[src/rtl/capture_ctrl.sv]
// Purpose : trigger/capture sequencer feeding the write side of the sample FIFO.
// Latency : registered outputs; w_inc_o/w_data_o appear one cycle after the accepted sample.
// Backpr. : fifo_full_i drops the candidate sample (sticky overflow_o); the record length is unchanged.
//
// Ports: clk_i/rst_i (async active-low), arm_i/abort_i control, sample_i/sample_valid_i stream,
//        trig_level_i threshold, capture_len_i record length (latched on arm), fifo_full_i,
//        w_inc_o/w_data_o FIFO write, armed_o/busy_o/done_o status, overflow_o, count_o.
// Optional: define CAPTURE_DECIM_EN to add decim_i[7:0] (write every (decim_i+1)-th sample).
module capture_ctrl #(
    parameter int DATA_SIZE = 4,
    parameter int CNT_SIZE  = 8
) (
    input  logic                 clk_i,
    input  logic                 rst_i,
    input  logic                 arm_i,
    input  logic                 abort_i,
    input  logic [DATA_SIZE-1:0] sample_i,
    input  logic                 sample_valid_i,
    input  logic [DATA_SIZE-1:0] trig_level_i,
    input  logic [CNT_SIZE-1:0]  capture_len_i,
    input  logic                 fifo_full_i,
`ifdef CAPTURE_DECIM_EN
    input  logic [7:0]           decim_i,
`endif
    output logic                 w_inc_o,
    output logic [DATA_SIZE-1:0] w_data_o,
    output logic                 armed_o,
    output logic                 busy_o,
    output logic                 done_o,
    output logic                 overflow_o,
    output logic [CNT_SIZE-1:0]  count_o
);

    typedef enum logic [1:0] {IDLE, ARMED, CAPTURE, DONE} state_t;

    state_t                state, state_nxt;
    logic [CNT_SIZE-1:0]   len_q;
    logic [CNT_SIZE-1:0]   count_q, count_nxt;
    logic                  overflow_q;
    logic [DATA_SIZE-1:0]  prev_q;
    logic                  prev_vld_q;
    logic                  w_inc_q;
    logic [DATA_SIZE-1:0]  w_data_q;
    logic                  trig;
    logic                  arm_ok;
    logic                  wr;
    logic                  drop;
    logic                  decim_hit;
    logic                  phase_rst;
    logic                  phase_adv;

`ifdef CAPTURE_DECIM_EN
    logic [7:0]            decim_q;
    logic [7:0]            phase_q;
    // phase counts valid samples since the last candidate; never exceeds decim_q
    assign decim_hit = (phase_q == decim_q);
`else
    assign decim_hit = 1'b1;
`endif

    // Rising crossing: previous valid sample below the level, current one at/above it
    assign trig = sample_valid_i & prev_vld_q & (prev_q < trig_level_i) & (sample_i >= trig_level_i);

    always_comb begin
        state_nxt = state;
        count_nxt = count_q;
        arm_ok    = 1'b0;
        wr        = 1'b0;
        drop      = 1'b0;
        phase_rst = 1'b0;
        phase_adv = 1'b0;
        if (abort_i) begin
            state_nxt = IDLE;
        end else begin
            case (state)
                IDLE: begin
                    if (arm_i && (capture_len_i != '0)) begin
                        arm_ok    = 1'b1;
                        state_nxt = ARMED;
                    end
                end
                ARMED: begin
                    if (trig) begin
                        // trigger sample is always a candidate
                        phase_rst = 1'b1;
                        wr        = ~fifo_full_i;
                        drop      = fifo_full_i;
                        count_nxt = CNT_SIZE'(wr);
                        state_nxt = (count_nxt == len_q) ? DONE : CAPTURE;
                    end
                end
                CAPTURE: begin
                    if (sample_valid_i) begin
                        if (decim_hit) begin
                            phase_rst = 1'b1;
                            wr        = ~fifo_full_i;
                            drop      = fifo_full_i;
                            // count_q < len_q here, so the increment cannot wrap
                            count_nxt = count_q + CNT_SIZE'(wr);
                        end else begin
                            phase_adv = 1'b1;
                        end
                    end
                    if (count_nxt == len_q) begin
                        state_nxt = DONE;
                    end
                end
                DONE: begin
                    state_nxt = IDLE;
                end
                default: begin
                    state_nxt = IDLE;
                end
            endcase
        end
    end

    always_ff @(posedge clk_i or negedge rst_i) begin
        if (!rst_i) begin
            state      <= IDLE;
            len_q      <= '0;
            count_q    <= '0;
            overflow_q <= 1'b0;
            prev_q     <= '0;
            prev_vld_q <= 1'b0;
            w_inc_q    <= 1'b0;
            w_data_q   <= '0;
        end else begin
            state   <= state_nxt;
            w_inc_q <= wr;
            if (wr) begin
                w_data_q <= sample_i;
            end
            if (arm_ok) begin
                len_q      <= capture_len_i;
                count_q    <= '0;
                overflow_q <= 1'b0;
            end else begin
                count_q <= count_nxt;
                if (drop) begin
                    overflow_q <= 1'b1;
                end
            end
            if (sample_valid_i) begin
                prev_q     <= sample_i;
                prev_vld_q <= 1'b1;
            end
            // arming discards history so the first sample after arm cannot trigger
            if (arm_ok) begin
                prev_vld_q <= 1'b0;
            end
        end
    end

`ifdef CAPTURE_DECIM_EN
    always_ff @(posedge clk_i or negedge rst_i) begin
        if (!rst_i) begin
            decim_q <= '0;
            phase_q <= '0;
        end else begin
            if (arm_ok) begin
                decim_q <= decim_i;
                phase_q <= '0;
            end else if (phase_rst) begin
                phase_q <= '0;
            end else if (phase_adv) begin
                phase_q <= phase_q + 8'd1;
            end
        end
    end
`endif

    assign w_inc_o    = w_inc_q;
    assign w_data_o   = w_data_q;
    assign armed_o    = (state == ARMED);
    assign busy_o     = (state == ARMED) || (state == CAPTURE);
    assign done_o     = (state == DONE);
    assign overflow_o = overflow_q;
    assign count_o    = count_q;

endmodule

[config.mk]
export PLATFORM = sky130hd
export DESIGN_NAME = capture_ctrl
export DESIGN_NICKNAME = d
export VERILOG_FILES = /design/src/rtl/capture_ctrl.sv
export SDC_FILE = /design/constraint.sdc
export NUM_CORES = 1
export LEC_CHECK = 0
export CORE_MARGIN = 2
export CORE_UTILIZATION = 51
export CTS_CLUSTER_DIAMETER = 80
export CTS_CLUSTER_SIZE = 10
export DETAILED_ROUTE_END_ITERATION = 6
export PLACE_DENSITY = 0.79
export SLEW_MARGIN = 20
export SYNTH_ARGS = -nofsm -noshare
export SYNTH_HDL_FRONTEND = slang
export SYNTH_SLANG_ARGS = --single-unit
export TNS_END_PERCENT = 30
[constraint.sdc]
create_clock -name clk_i -period 6.6 [get_ports clk_i]
set_clock_uncertainty 0.15 [all_clocks]
set_input_delay 0.66 -clock clk_i [delete_from_list [all_inputs] [get_ports clk_i]]
set_output_delay 0.66 -clock clk_i [all_outputs]
set_load 0.05 [all_outputs]
==> flow_summary.ini, run 1 <==
[cells_and_area]
syn2layout_area_growth_pct = 23.97
nFillCells = 304
final_cell_mix = clkdlybuf4s50_1, dfrtp_1, ha_1
fin_nets = 254
drive_gt1_frac = 0.1370
fin_util = 0.6536
diodes = 0
finalNonFillerCells = 267
mostFrequentLayoutCell = clkdlybuf4s50_1

[die]
fp.coreArea_sq_um = 3633
io-pin-count = 39
die_h_microns = 65.29
start_util = 0.5272
die_area_sq_um = 4262
row_count = 22
dieWidth_microns = 65.29

[routing]
dr.pass1.iters = 4
vias = 1515
routedWlPerCell_microns = 15.16
avgViaCountPerCell = 5.674
drt-total-wl_mm = 4.048
drc = 0
drtAntennaViolNets = 0
first_iter_violations = 101

[synth]
ys_async_sr_fraction = 1.000
synth_area_leader_cell = dfrtp_1
synth_fa_ha_area_frac = 0.09144
synthXorXnorAreaFrac = 0.06401
yosys_warnings = 0
synth_area_leaders = dfrtp_1, ha_1, mux2_2, xnor2_1, xor2_1
syn_inst = 179
syn_avg_cell_area_sq_um = 10.70
synth_edf_count = 0
ys.flop_type = dfrtp_1
synth_compound_area_frac = 0.1457
synth_cell_type_count = 52
syn_area_sq_um = 1916
synthSimpleGateAreaFrac = 0.1600
ys_ff_latch = 29
seq_area_frac_synth = 0.3788
synth_mux_area_frac = 0.1065
synth_nets = 215
yosysTopAreaCellShare = 0.3788
synth_top_family_by_area = simple AND/OR/NAND/NOR gates

[setup_path]
crit_path_start_kind = input port
cp_data_required_time_ps = 6600
worst_setup_path_end_kind = flip-flop
cp.arrival_ps = 3200
worstPathMaxFanout = 4
path_class = in -> reg

[clock_network]
cts_hold_buf = 0
path_clk_slew_ps = 60
cts_sinks = 29
cts_buffer_depth = 2
root_buffer = clkbuf_8
insertion_delay_ps = 280
cts_setup_buffers = 0
cts-buffers-inserted = 5
cts_tree = built
cts_max_level = 2
post_cts_resized = 0

[sta]
fmaxAchievable_mhz = 312.4
tightest_slew_ps = 658.9
setup_ws_ps = 3399
finalSetupViolCount = 0
rsz0062_at_grt = false
finalMaxSlewViolations = 0
post-route-min-period_ps = 3201
setup_tns_ps = 0
relSlewSlack = 0.5594
min_period_over_period = 0.4851
finalHoldViolCount = 0

[worst_hold_path]
hp-class = reg -> reg

[power_and_ir_drop]
ir_worst_vdd_v = 0.0002342
total_power_mw = 0.7690
power.density_nw_per_um2 = 323.8
cellLeakagePower_nw = 0.9914

[placed_design]
gp_congestion = 0.8038
pre_cts_slack_ps = 3143
io_buffers = 38
hpwlAfterDp_mm = 3.108
dp.cells = 259

[run_status]
status = complete, no violations

[flow_run]
cap_violations = 0

[global_routing]
antenna_found_initial = 0
grt_pass1_wl_mm = 6.817
grt_use_total = 0.2096
grt_max_degree = 30
grt_remaining_overflow = 0
grt_pass1_vias = 1463
power by group:
part           internal, mW  switching [mW]  total [mW]  leakage (nW)
combinational         0.157           0.206       0.363         0.581
sequential            0.224          0.0457       0.269         0.371
clock                0.0746          0.0620       0.137        0.0395
total                 0.456           0.313       0.769         0.991
through the flow:
step | hold WS [ps] | cell area (sq um)
2_1_floorplan | 214.4 | 1916
3_3_place_gp | 319.4 | 2295
3_5_place_dp | 321.7 | 2295
4_1_cts | 334.9 | 2375
5_1_grt | 372.9 | 2375
6_report | 331.0 | 2375
cell type report:
class	count	area (sq um)	area share
Sequential cell	29	725.7	0.3056
Tap cell	48	60.06	0.02529
Inverter	9	33.78	0.01423
Multi-Input combinational cell	134	1087	0.4578
Clock buffer	8	80.08	0.03372
Timing Repair Buffer	39	387.9	0.1633
worst max-delay path, stage by stage:
cell and delay (ps):
clkdlybuf4s50_1 590, inv_1 110, ha_1 260, ha_1 310, mux2i_1 170, xor2_1 160
o2111ai_1 150, o41a_1 420, nor4_2 290, nor3_1 80
state kept, by name, summed over array words and instances (netlist names):
register and count:
count_o 8, len_q 8, prev_q 4, w_data_o 4
state 2, overflow_o 1, prev_vld_q 1, w_inc_o 1
final timing paths:
path                                             start                      end  slack, ps  depth (start not counted)
min in group asynchronous                        rst_i  w_data_o[1]$_DFFE_PN0P_        620                          2
worst max-delay path                       fifo_full_i     state[0]$_DFFE_PN0P_       3400                         10
worst min-delay path            prev_vld_q$_DFFE_PN0P_   prev_vld_q$_DFFE_PN0P_        330                          1
worst max register to register  count_o[0]$_DFFE_PN0P_     state[0]$_DFFE_PN0P_       4070                          8
max in group asynchronous                        rst_i    prev_q[0]$_DFFE_PN0P_       5400                          2
worst min register to register  prev_vld_q$_DFFE_PN0P_   prev_vld_q$_DFFE_PN0P_        330                          1
routing by layer:
layer	global-route usage	vias to the layer above	wire length, microns
met5	0	-	0
met2	0.3444	48	1968
met3	0.03767	13	205
met4	0.08854	0	97
li1	-	732	-
met1	0.2718	722	1777
cell usage after synthesis, types with 2 or more instances:
cell	number
a21o_1	2
a21oi_1	6
a31oi_1	4
and2_1	2
buf_6	4
dfrtp_1	29
ha_1	14
inv_1	9
mux2_1	4
mux2_2	12
nand2_1	8
nand3_1	4
nand4_2	3
nor2_1	7
nor2b_1	2
nor3_1	5
o211ai_1	2
o21a_1	3
o21ai_0	5
o21ai_1	6
o22a_1	5
xnor2_1	8
xor2_1	6
logic make-up (layout without fill, tap and decap cells):
group                      count (synthesis)  after routing
and+or+nand+nor                           47             47
AOI/OAI and AO/OA                         41             41
DFF                                       29             29
muxes                                     18             18
buffers and inverters                     16             56
adders and majority gates                 14             14
xor gates and xnor gates                  14             14
No activity file was read; power rests on OpenSTA's default activity.
==> run 2, diff against run 1 <==
==> constraint.sdc (replaced) <==
create_clock -name clk_i -period 3.2 [get_ports clk_i]
set_clock_uncertainty 0.15 [all_clocks]
set_input_delay 0.32 -clock clk_i [delete_from_list [all_inputs] [get_ports clk_i]]
set_output_delay 0.32 -clock clk_i [all_outputs]
set_load 0.05 [all_outputs]
==> run 2 against run 1 <==
  * Combinational power grew 100%
  * Flip-flop and latch count unchanged
  * Clock power grew 110%
  * Hold slack lost 60 ps
  * Via count rose by 0.66%
  * First-iteration DRC count shrank 32%
  * Design area grew 0.63%
  * Clock-buffer cell count did not move
  * Non-clock buffer count increased by 2
==> flow_summary.ini, run 2 (synthesized netlist as in run 1, its figures left out) <==
[power_and_ir_drop]
ir_worst_vdd_v = 0.0005234
cellLeakagePower_nw = 1.001
power.density_nw_per_um2 = 662.3

[cells_and_area]
final_cell_mix = clkdlybuf4s50_1, dfrtp_1, ha_1
diodes = 0
syn2layout_area_growth_pct = 24.75
finalNonFillerCells = 269
fin_nets = 256
mostFrequentLayoutCell = clkdlybuf4s50_1
drive_gt1_frac = 0.1448

[routing]
wl_met2_mm = 1.861
met1_length_mm = 1.841
highest_layer = met4
routedWlPerCell_microns = 14.71
drtAntennaViolNets = 0
avgViaCountPerCell = 5.669
dr.pass1.iters = 4
drc = 0
drt-total-wl_mm = 3.956
vias = 1525
met3_length_microns = 214
first_iter_violations = 69

[placed_design]
gp_congestion = 0.7905
dp.cells = 261
io_buffers = 38
hpwlAfterDp_mm = 3.076
pre_cts_slack_ps = 239.5

[die]
dieWidth_microns = 65.29
start_util = 0.5272
row_count = 22
die_h_microns = 65.29
fp.coreArea_sq_um = 3633
die_area_sq_um = 4262
io-pin-count = 39

[setup_path]
cp.arrival_ps = 2660
path_class = in -> reg
crit_path_start_kind = input port
cp_data_required_time_ps = 3190
worst_setup_path_end_kind = flip-flop
worstPathMaxFanout = 3

[global_routing]
grt_max_degree = 30
grt_pass1_vias = 1432
grt_use_total = 0.2068
grt_pass1_wl_mm = 6.706
antenna_found_initial = 0
grt_remaining_overflow = 0

[clock_network]
cts_buffer_depth = 2
cts-buffers-inserted = 5
cts_max_level = 2
cts_setup_buffers = 0
post_cts_resized = 0
path_clk_slew_ps = 60
cts_sinks = 29
cts_tree = built
root_buffer = clkbuf_8
cts_hold_buf = 0
insertion_delay_ps = 280

[sta]
setup_tns_ps = 0
tightest_slew_ps = 500.5
fmaxAchievable_mhz = 374.3
post-route-min-period_ps = 2672
finalSetupViolCount = 0
finalMaxSlewViolations = 0
hold_ws_ps = 271.3
setup_ws_ps = 528.1
rsz0062_at_grt = false
min_period_over_period = 0.8350
relSlewSlack = 0.6653
finalHoldViolCount = 0

[run_status]
status = complete, no violations

[worst_hold_path]
hp-class = in -> async

[flow_run]
cap_violations = 0
run 2: changes by cell type in the layout (fill, tap and decap cells not counted):
| cell | previous run | this run |
|---|---|---|
| buf_4 | 1 | 3 |
run 2: stage by stage:
step / power [mW] / cell area [sq um] / util
finish: 1.583 / 2390 / 0.6577
global route: 1.692 / 2390 / 0.6577
CTS: 1.595 / 2390 / 0.6577
detailed placement: 1.306 / 2310 / 0.6357
global placement: 1.285 / 2310 / 0.6357
floorplan: 1.100 / 1916 / -
run 2: where the power goes:
group          total, mW  switching, mW  internal (mW)
registers          0.556         0.0950          0.461
logic              0.744          0.418          0.325
clock network      0.283          0.129          0.154
total               1.58          0.642          0.941
run 2: layer usage:
metal	GRT usage	vias to the layer above
met5	0	-
met4	0.06250	0
met3	0.06164	4
met2	0.3227	35
met1	0.2780	752
li1	-	734
run 2: area by class of cell:
cell class                      count  area [sq um]
Inverter                            9         33.78
Tap cell                           48         60.06
Fill cell                         316          1244
Timing Repair Buffer               41         402.9
Multi-Input combinational cell    134          1087
Sequential cell                    29         725.7
Clock buffer                        8         80.08
run 2: final timing paths:
kind / from / to / slack [ps] / depth (start not counted)
setup reg to reg: count_o[0]$_DFFE_PN0P_ / state[0]$_DFFE_PN0P_ / 680 / 8
hold reg to reg: w_data_o[0]$_DFFE_PN0P_ / w_data_o[0]$_DFFE_PN0P_ / 340 / 1
max in group asynchronous: rst_i / len_q[5]$_DFFE_PN0N_ / 2340 / 2
setup / recovery: fifo_full_i / state[0]$_DFFE_PN0P_ / 530 / 10
min in group clk_i: w_data_o[0]$_DFFE_PN0P_ / w_data_o[0]$_DFFE_PN0P_ / 340 / 1
hold / removal: rst_i / count_o[0]$_DFFE_PN0P_ / 270 / 2
run 2: worst max-delay path: stages:
cell and delay (ps):
clkdlybuf4s50_1 480, inv_1 70, ha_1 250, ha_1 300, mux2i_1 170, xor2_1 170, o2111ai_1 140, o41a_1 410
nor4_2 250, nor3_1 80
==> run 3, diff against run 2 <==
==> constraint.sdc (replaced) <==
create_clock -name clk_i -period 2.65 [get_ports clk_i]
set_clock_uncertainty 0.15 [all_clocks]
set_input_delay 0.265 -clock clk_i [delete_from_list [all_inputs] [get_ports clk_i]]
set_output_delay 0.265 -clock clk_i [all_outputs]
set_load 0.05 [all_outputs]
==> run 3 against run 2 <==
  * Flip-flop and latch count unchanged
  * Via count rose by 2.8%
  * Clock power up 66%
  * Wire length increased by 8.1%
  * Die area is the same
  * Combinational power increased by 36%
  * Non-clock buffer count is 11 higher
  * Core utilization rose by 4.6 points
  * Critical endpoint unchanged
==> flow_summary.ini, run 3 (synthesized netlist as in run 1, its figures left out) <==
[run_status]
status = complete, no violations

[placed_design]
place_area_sq_um = 2397
hpwlAfterDp_mm = 3.160
gp_congestion = 0.8552
io_buffers = 38

[clock_network]
cts_sinks = 29
path_clk_slew_ps = 60
cts_hold_buf = 0
cts_buffer_depth = 2
insertion_delay_ps = 280
cts-buffers-inserted = 5
cts_max_level = 2
root_buffer = clkbuf_8
cts_tree = built

[sta]
post-route-min-period_ps = 2529
finalSetupViolCount = 0
min_period_over_period = 0.9542
finalMaxSlewViolations = 0
finalHoldViolCount = 0
tightest_slew_ps = 510.5
fmaxAchievable_mhz = 395.5
relSlewSlack = 0.6586
hold_ws_ps = 207.9

[global_routing]
gr-usage-met2 = 0.3750
grt_remaining_overflow = 0
use_met1 = 0.2769
antenna_found_initial = 0
met3_usage = 0.06336
grt_max_degree = 30
grt_use_total = 0.2233
grt_pass1_vias = 1577
grt-busiest-layer = met2
grt_pass1_wl_mm = 7.155

[routing]
avgViaCountPerCell = 5.596
first_iter_violations = 78
drc = 0
routedWlPerCell_microns = 15.28
drt-total-wl_mm = 4.277
dr.pass1.iters = 4
drtAntennaViolNets = 0
vias = 1567

[setup_path]
cp_top_family = buffers and inverters
worst_setup_path_end_kind = flip-flop
worstPathCellList = clkdlybuf4s50_1 -> inv_1 -> ha_2 -> ha_1 -> mux2i_1 -> xor2_1 -> o2111ai_2 -> o41a_1 -> nor4_2 -> nor3_1
crit_buf_inv = 2
worstPathMaxFanout = 2
slowest_stage = clkdlybuf4s50_1
cp.arrival_ps = 2530
cp_data_required_time_ps = 2650
crit_path_start_kind = input port
path_class = in -> reg
cpPeakStageDelay_ps = 480

[die]
fp.coreArea_sq_um = 3633
io-pin-count = 39
die_area_sq_um = 4262
row_count = 22
die_h_microns = 65.29
start_util = 0.5272
dieWidth_microns = 65.29

[cells_and_area]
fin_nets = 267
nFillCells = 267
final_cell_mix = clkdlybuf4s50_1, dfrtp_1, ha_1, buf_4, mux2_2
diodes = 0
drive_gt1_frac = 0.2069
syn2layout_area_growth_pct = 33.51
mostFrequentLayoutCell = clkdlybuf4s50_1
finish.instance_area_sq_um = 2557

[power_and_ir_drop]
p_int_mw = 1.306
p_switching_mw = 0.8541
p_seq_frac = 0.313
ir_worst_vdd_v = 0.0009377
total_power_mw = 2.160
cellLeakagePower_nw = 1.070
p_sw_frac = 0.3954
p_clk_frac = 0.218
p_comb_frac = 0.470
power.density_nw_per_um2 = 844.7

[worst_hold_path]
hp-class = in -> async

[flow_run]
cap_violations = 0
[run 3: area by class of cell]
| cell class | instances | area, sq um | area share |
|---|---|---|---|
| clock buffer | 7 | 86.33 | 0.03376 |
| clock inverter | 1 | 30.03 | 0.01174 |
| inverter | 9 | 33.78 | 0.01321 |
| multi-input combinational | 134 | 1124 | 0.4393 |
| sequential | 29 | 725.7 | 0.2838 |
| tap | 48 | 60.06 | 0.02348 |
| timing repair buffer | 52 | 498.0 | 0.1947 |
[run 3: path summary, 6_finish.rpt]
| path | startpoint | endpoint | slack [ps] | depth (start not counted) |
|---|---|---|---|---|
| max in group asynchronous | rst_i | count_o[7]$_DFFE_PN0P_ | 1870 | 2 |
| min in group clk_i | w_data_o[3]$_DFFE_PN0P_ | w_data_o[3]$_DFFE_PN0P_ | 330 | 1 |
| max | fifo_full_i | state[0]$_DFFE_PN0P_ | 120 | 10 |
| min reg2reg | w_data_o[3]$_DFFE_PN0P_ | w_data_o[3]$_DFFE_PN0P_ | 330 | 1 |
| min | rst_i | w_data_o[1]$_DFFE_PN0P_ | 210 | 2 |
| max reg2reg | count_o[0]$_DFFE_PN0P_ | state[0]$_DFFE_PN0P_ | 220 | 8 |
[run 3: what timing repair did]
item	CTS	global route
pin swaps	0	6
setup buffers	0	1
endpoints found under the setup margin	2	3
gates resized for setup	1	4
[run 3: worst reg2reg max path, cell delays in order, from the launching register on]
cell     delay [ps]
dfrtp_1         420
ha_2            220
ha_1            170
nand4_2         140
o21ai_0         200
nand3_1         180
o41a_1          440
nor4_2          280
nor3_1           80
[run 3: per-layer routing]
metal / routed length, microns / part of all wire / vias up
li1: - / - / 764
met2: 2129 / 0.50 / 40
met1: 1902 / 0.44 / 757
met5: 0 / 0 / -
met4: 44 / 0.010 / 0
met3: 201 / 0.047 / 6
[run 3: per-stage QoR]
step                  util  TNS, ps  std cells  worst slack, ps
floorplan                -        0        179            14.16
global placement    0.6598   -515.2        271           -120.6
detailed placement  0.6598    -1082        271           -259.5
CTS                 0.6939        0        279            1.645
global route        0.7039   -1.836        280           -1.836
finish              0.7039        0        280            121.4
[run 3: power groups by stage]
stage	sequential [mW]	combinational [mW]	clock [mW]
CTS	0.671	0.970	0.473
global placement	0.670	0.915	0
global route	0.692	1.09	0.498
floorplan	0.741	0.587	0
detailed placement	0.677	0.947	0
finish	0.675	1.01	0.470
